===== config.mk =====
export PLATFORM = sky130hd
export DESIGN_NAME = rng_card_dealer
export DESIGN_NICKNAME = d
export VERILOG_FILES = /design/src/rtl/rng_card_dealer.sv
export SDC_FILE = /design/constraint.sdc
export NUM_CORES = 1
export LEC_CHECK = 0
export ABC_AREA = 1
export BUFFER_PORTS_ARGS = -buffer_cell sky130_fd_sc_hd__buf_2
export CORE_ASPECT_RATIO = 1.25
export CORE_UTILIZATION = 55
export CTS_CLUSTER_DIAMETER = 120
export DETAILED_ROUTE_END_ITERATION = 10
export HOLD_SLACK_MARGIN = 0.15
export MAX_ROUTING_LAYER = met4
export PLACE_DENSITY = 0.8
export SYNTH_ARGS = -nofsm -noshare
export SYNTH_HDL_FRONTEND = slang
export SYNTH_SLANG_ARGS = --single-unit

===== constraint.sdc =====
create_clock -name clock -period 22.2 [get_ports clock]
set_input_delay 4.44 -clock clock [delete_from_list [all_inputs] [get_ports clock]]
set_output_delay 4.44 -clock clock [all_outputs]
set_load 0.005 [all_outputs]

===== src/rtl/rng_card_dealer.sv =====
// Xorshift card dealer: steps the generator until a draw maps to an unbiased,
// optionally not-yet-dealt card index, then holds it for a req/valid/ack consumer.
module rng_card_dealer #(
  parameter int                 WIDTH      = 32,
  parameter int                 SHIFT_A    = 13,
  parameter int                 SHIFT_B    = 17,
  parameter int                 SHIFT_C    = 5,
  parameter logic [WIDTH-1:0]   SEED       = WIDTH'(32'h2545F491),
  parameter int                 RANGE      = 52,
  parameter bit                 NO_REPLACE = 1'b1,
  localparam int                CW         = $clog2(RANGE + 1)
) (
  input  logic             clock,
  input  logic             reset,
  input  logic             seed_we,
  input  logic [WIDTH-1:0] seed_in,
  input  logic             deck_clear,
  input  logic             req,
  input  logic             card_ack,
  output logic             busy,
  output logic             card_valid,
  output logic [CW-1:0]    card,
  output logic [WIDTH-1:0] raw,
  output logic [CW-1:0]    dealt_count,
  output logic             deck_empty
);

  typedef enum logic [1:0] {
    S_IDLE  = 2'd0,
    S_GEN   = 2'd1,
    S_VALID = 2'd2
  } state_e;

  // Largest multiple of RANGE that fits in WIDTH bits; draws at or above it are biased.
  localparam logic [WIDTH:0] POW2  = {1'b1, {WIDTH{1'b0}}};
  localparam logic [WIDTH:0] LIMIT = (POW2 / (WIDTH+1)'(RANGE)) * (WIDTH+1)'(RANGE);

  state_e             fsm_q;
  logic [WIDTH-1:0]   s_q;
  logic [RANGE-1:0]   bitmap_q;
  logic [CW-1:0]      card_q;
  logic               valid_q;
  logic               busy_q;
  logic [CW-1:0]      count_q;
  logic               empty_q;

  logic [WIDTH-1:0]   t1, t2, s_d;
  logic [CW-1:0]      idx;
  logic [CW-1:0]      card_d;
  logic [CW-1:0]      count_d;
  logic [WIDTH-1:0]   seed_d;
  logic [RANGE-1:0]   hit_vec;
  logic [RANGE-1:0]   set_vec;
  logic               below_limit;
  logic               taken;
  logic               accept;

  assign t1  = s_q ^ (s_q << SHIFT_A);
  assign t2  = t1 ^ (t1 >> SHIFT_B);
  assign s_d = t2 ^ (t2 << SHIFT_C);

  assign below_limit = {1'b0, s_d} < LIMIT;
  assign idx         = CW'(s_d % WIDTH'(RANGE));
  assign card_d      = idx + 1'b1;
  assign count_d     = count_q + 1'b1;
  assign seed_d      = (seed_in == '0) ? SEED : seed_in;

  // One-hot decode of the candidate index (lookup) and the acked card (mark).
  for (genvar gi = 0; gi < RANGE; gi++) begin : g_bitmap
    assign hit_vec[gi] = bitmap_q[gi] && (idx == CW'(gi));
    assign set_vec[gi] = (card_q == CW'(gi + 1));
  end

  assign taken  = |hit_vec;
  assign accept = below_limit && !(NO_REPLACE && taken);

  always_ff @(posedge clock) begin
    if (reset) begin
      fsm_q    <= S_IDLE;
      s_q      <= SEED;
      bitmap_q <= '0;
      card_q   <= '0;
      valid_q  <= 1'b0;
      busy_q   <= 1'b0;
      count_q  <= '0;
      empty_q  <= 1'b0;
    end else if (seed_w_e_abort(seed_we)) begin
      s_q     <= seed_d;
      fsm_q   <= S_IDLE;
      valid_q <= 1'b0;
      busy_q  <= 1'b0;
    end else begin
      if (deck_clear) begin
        bitmap_q <= '0;
        count_q  <= '0;
        empty_q  <= 1'b0;
      end
      case (fsm_q)
        S_IDLE: begin
          if (req && !empty_q) begin
            fsm_q  <= S_GEN;
            busy_q <= 1'b1;
          end
        end
        S_GEN: begin
          s_q <= s_d;
          if (accept) begin
            card_q  <= card_d;
            fsm_q   <= S_VALID;
            busy_q  <= 1'b0;
            valid_q <= 1'b1;
          end
        end
        S_VALID: begin
          if (card_ack) begin
            fsm_q   <= S_IDLE;
            valid_q <= 1'b0;
            // A simultaneous reshuffle overrides the marking of this card.
            if (!deck_clear) begin
              if (NO_REPLACE) begin
                bitmap_q <= bitmap_q | set_vec;
              end
              count_q <= count_d;
              empty_q <= NO_REPLACE && (count_d == CW'(RANGE));
            end
          end
        end
        default: begin
          fsm_q   <= S_IDLE;
          valid_q <= 1'b0;
          busy_q  <= 1'b0;
        end
      endcase
    end
  end

  function automatic logic seed_w_e_abort(input logic we);
    return we;
  endfunction

  assign busy        = busy_q;
  assign card_valid  = valid_q;
  assign card        = card_q;
  assign raw         = s_q;
  assign dealt_count = count_q;
  assign deck_empty  = empty_q;

endmodule


==> flow_summary.json <==
{
  "drc": 0,
  "routedWlPerCell_um": 14.62,
  "drv_cap": 0,
  "cts_resized": 0,
  "drt_iter0_drc": 538,
  "cts_tree": "yes",
  "die_h_um": 141.8,
  "drtAntennaViolNets": 0,
  "slew_headroom_pct": 33.39,
  "synthToLayoutAreaGrowth_pct": 9.923,
  "cts_root_buf": "clkbuf_16",
  "synthArstFlopShare_pct": 0,
  "rsz0062_at_grt": "no",
  "grt_overflow_total": 0,
  "antenna_found_initial": 0,
  "ys_seq_elements": 101,
  "worst_pin_slew_ns": 0.9977,
  "synth_flop_cell": "dfxtp_1",
  "cpMaxStageDelayCell": "dfxtp_1",
  "synth_area_mm2": 0.008599,
  "clk_latency_ns": 0.36,
  "fin_nets": 1511,
  "fin_crit_sh_pct": 61.14,
  "crit_type": "reg2reg",
  "netlist_instances": 1402,
  "detail_route.vias_per_cell": 5.564,
  "hp-class": "reg2reg",
  "critPathArrivalTime_ns": 13.86,
  "cts.sinks": 101,
  "synth_edf_count": 0,
  "pin_count": 85,
  "synth_warnings": 0,
  "status": "finished, final reports clean",
  "cts.path.max_buffers": 2,
  "track_usage_pct": 31.01,
  "rows": 50,
  "setup_viol": 0,
  "synth_cell_types": 44,
  "clk_pin_slew_ns": 0.08,
  "placedInstanceArea_mm2": 0.009164,
  "drv_slew": 0,
  "fmax_ghz": 0.07367,
  "finalHoldViolCount": 0,
  "coreArea_mm2": 0.01514,
  "skew_ns": 0.01121,
  "cp_max_fo": 13,
  "cp_common_cell": "nand2_1",
  "syn_avg_cell_area_um2": 6.134,
  "syn_nets": 1445,
  "die_area_mm2": 0.01614,
  "slowest_delay_ns": 0.43,
  "vias": 9353,
  "regArea_mm2": 0.002022,
  "critPathLaunchType": "register",
  "htreeDepth": 3,
  "drive_gt1_share_pct": 17.31,
  "n_antenna_cell": 0,
  "fp.dieW_um": 113.8,
  "drt_wl_total_mm": 24.58,
  "synth.yosys.seq_area_share_pct": 23.51,
  "finish.instance_area_mm2": 0.009453,
  "crit_path_end_kind": "register",
  "first_pass_iters": 7,
  "timing.final.crit_period_ns": 13.57,
  "cts_hold_buf": 0,
  "grt_pass1_vias": 8540,
  "initial_utilization_pct": 56.80,
  "instances_no_fill": 1681,
  "post_cts_buffers": 0,
  "multi_input_area_mm2": 0.005585,
  "grt_max_degree": 56,
  "numPortBuffers": 84,
  "worstPathRequired_ns": 22.49,
  "fill_cells": 1495,
  "grt_pass1_wl_mm": 39.30,
  "dp.cells": 1665,
  "gp_congestion": 0.9533,
  "fin_setup_tns_ns": 0,
  "cts_buffers": 9,
  "dpl.hpwl_mm": 19.13
}
[synth_stat cells (24+ instances only)]
master	number	share of area, %
nand2_1	383	17
inv_1	202	8.8
nand3_1	128	7.4
dfxtp_1	101	24
nor2_1	82	3.6
nand2_2	71	5.2
xor2_1	60	6.1
o22ai_1	53	3.9
nand4_1	37	2.7
o21ai_0	37	2.2
a21oi_1	27	1.6
clkbuf_1	24	1.0
[cell families (layout without fill, tap and decap cells)]
family / Yosys count / after routing / share of synthesized area [%]
AND/OR/NAND/NOR: 772 / 772 / 42.11
buffers and inverters: 257 / 328 / 11.67
AO/OA/AOI/OAI: 186 / 186 / 13.34
flip-flops: 101 / 101 / 23.51
XOR/XNOR: 81 / 81 / 8.642
adder cells (fa/ha/maj): 5 / 5 / 0.7275
[critical path: cells and delay by family (launching register included)]
family | cells | cell delay (ns)
AND/OR/NAND/NOR | 129 | 12.40
flip-flops | 1 | 0.43
AO/OA/AOI/OAI | 3 | 0.29
buffers and inverters | 4 | 0.32
[area by class of cell]
cell class	count	area share [%]
clock buffer	9	2.383
timing repair buffer	89	4.844
inverter	223	8.868
multi-input combinational	1044	59.09
clock inverter	7	0.6750
sequential	101	21.39
tap	208	2.753
[layer usage]
layer  vias to the layer above  track usage (%)  part of all wire [%]
met4                         0            15.52                   4.1
li1                       4689                -                     -
met5                         -                -                     0
met2                       319            53.88                    49
met3                        72            4.485                   7.2
met1                      4273            34.58                    40
[stage by stage]
step	hold slack (ns)	util (%)	worst slack, ns
after global routing	0.4878	62.44	6.668
after floorplan	0.4522	-	10.81
final	0.4688	62.44	8.626
after detailed placement	0.4609	60.53	8.820
after global placement	0.4543	60.53	9.150
after CTS	0.4707	62.44	8.765
[flip-flops by register name (all words and copies together), names as in the netlist]
register and flops:
busy 1, fsm_q 2, dealt_count 6, card_valid 1, raw 32, card 6
deck_empty 1, bitmap_q 52
[layout by cell type (no fill, tap or decap), drive strengths merged]
cell type	count
nor3	5
o311ai	8
nand3	145
a21boi	1
inv	225
a32oi	1
nor4	10
nand4	37
o21bai	1
xnor2	21
nand3b	7
ha	5
a21o	2
buf	89
or2	2
nand2	459
o211ai	8
o21ai	64
clkinv	5
xor2	60
a211oi	12
clkbuf	9
o2111ai	6
a21oi	28
a221oi	2
nor2	106
dfxtp	101
nor3b	1
o22ai	53
[path summary, 6_finish.rpt]
path                           startpoint                       to  slack [ns]  cells after the start
setup reg to reg     raw[25]$_SDFFE_PP0P_     card[0]$_SDFFE_PP0P_        8.63                    136
hold / removal    card_valid$_SDFFE_PP0P_  card_valid$_SDFFE_PP0P_        0.47                      2
setup / recovery     raw[25]$_SDFFE_PP0P_     card[0]$_SDFFE_PP0P_        8.63                    136
hold reg to reg   card_valid$_SDFFE_PP0P_  card_valid$_SDFFE_PP0P_        0.47                      2
Power is left out: the tool's default activity adds up to more than one toggle a clock period on the data nets, which glitch-free logic cannot reach.
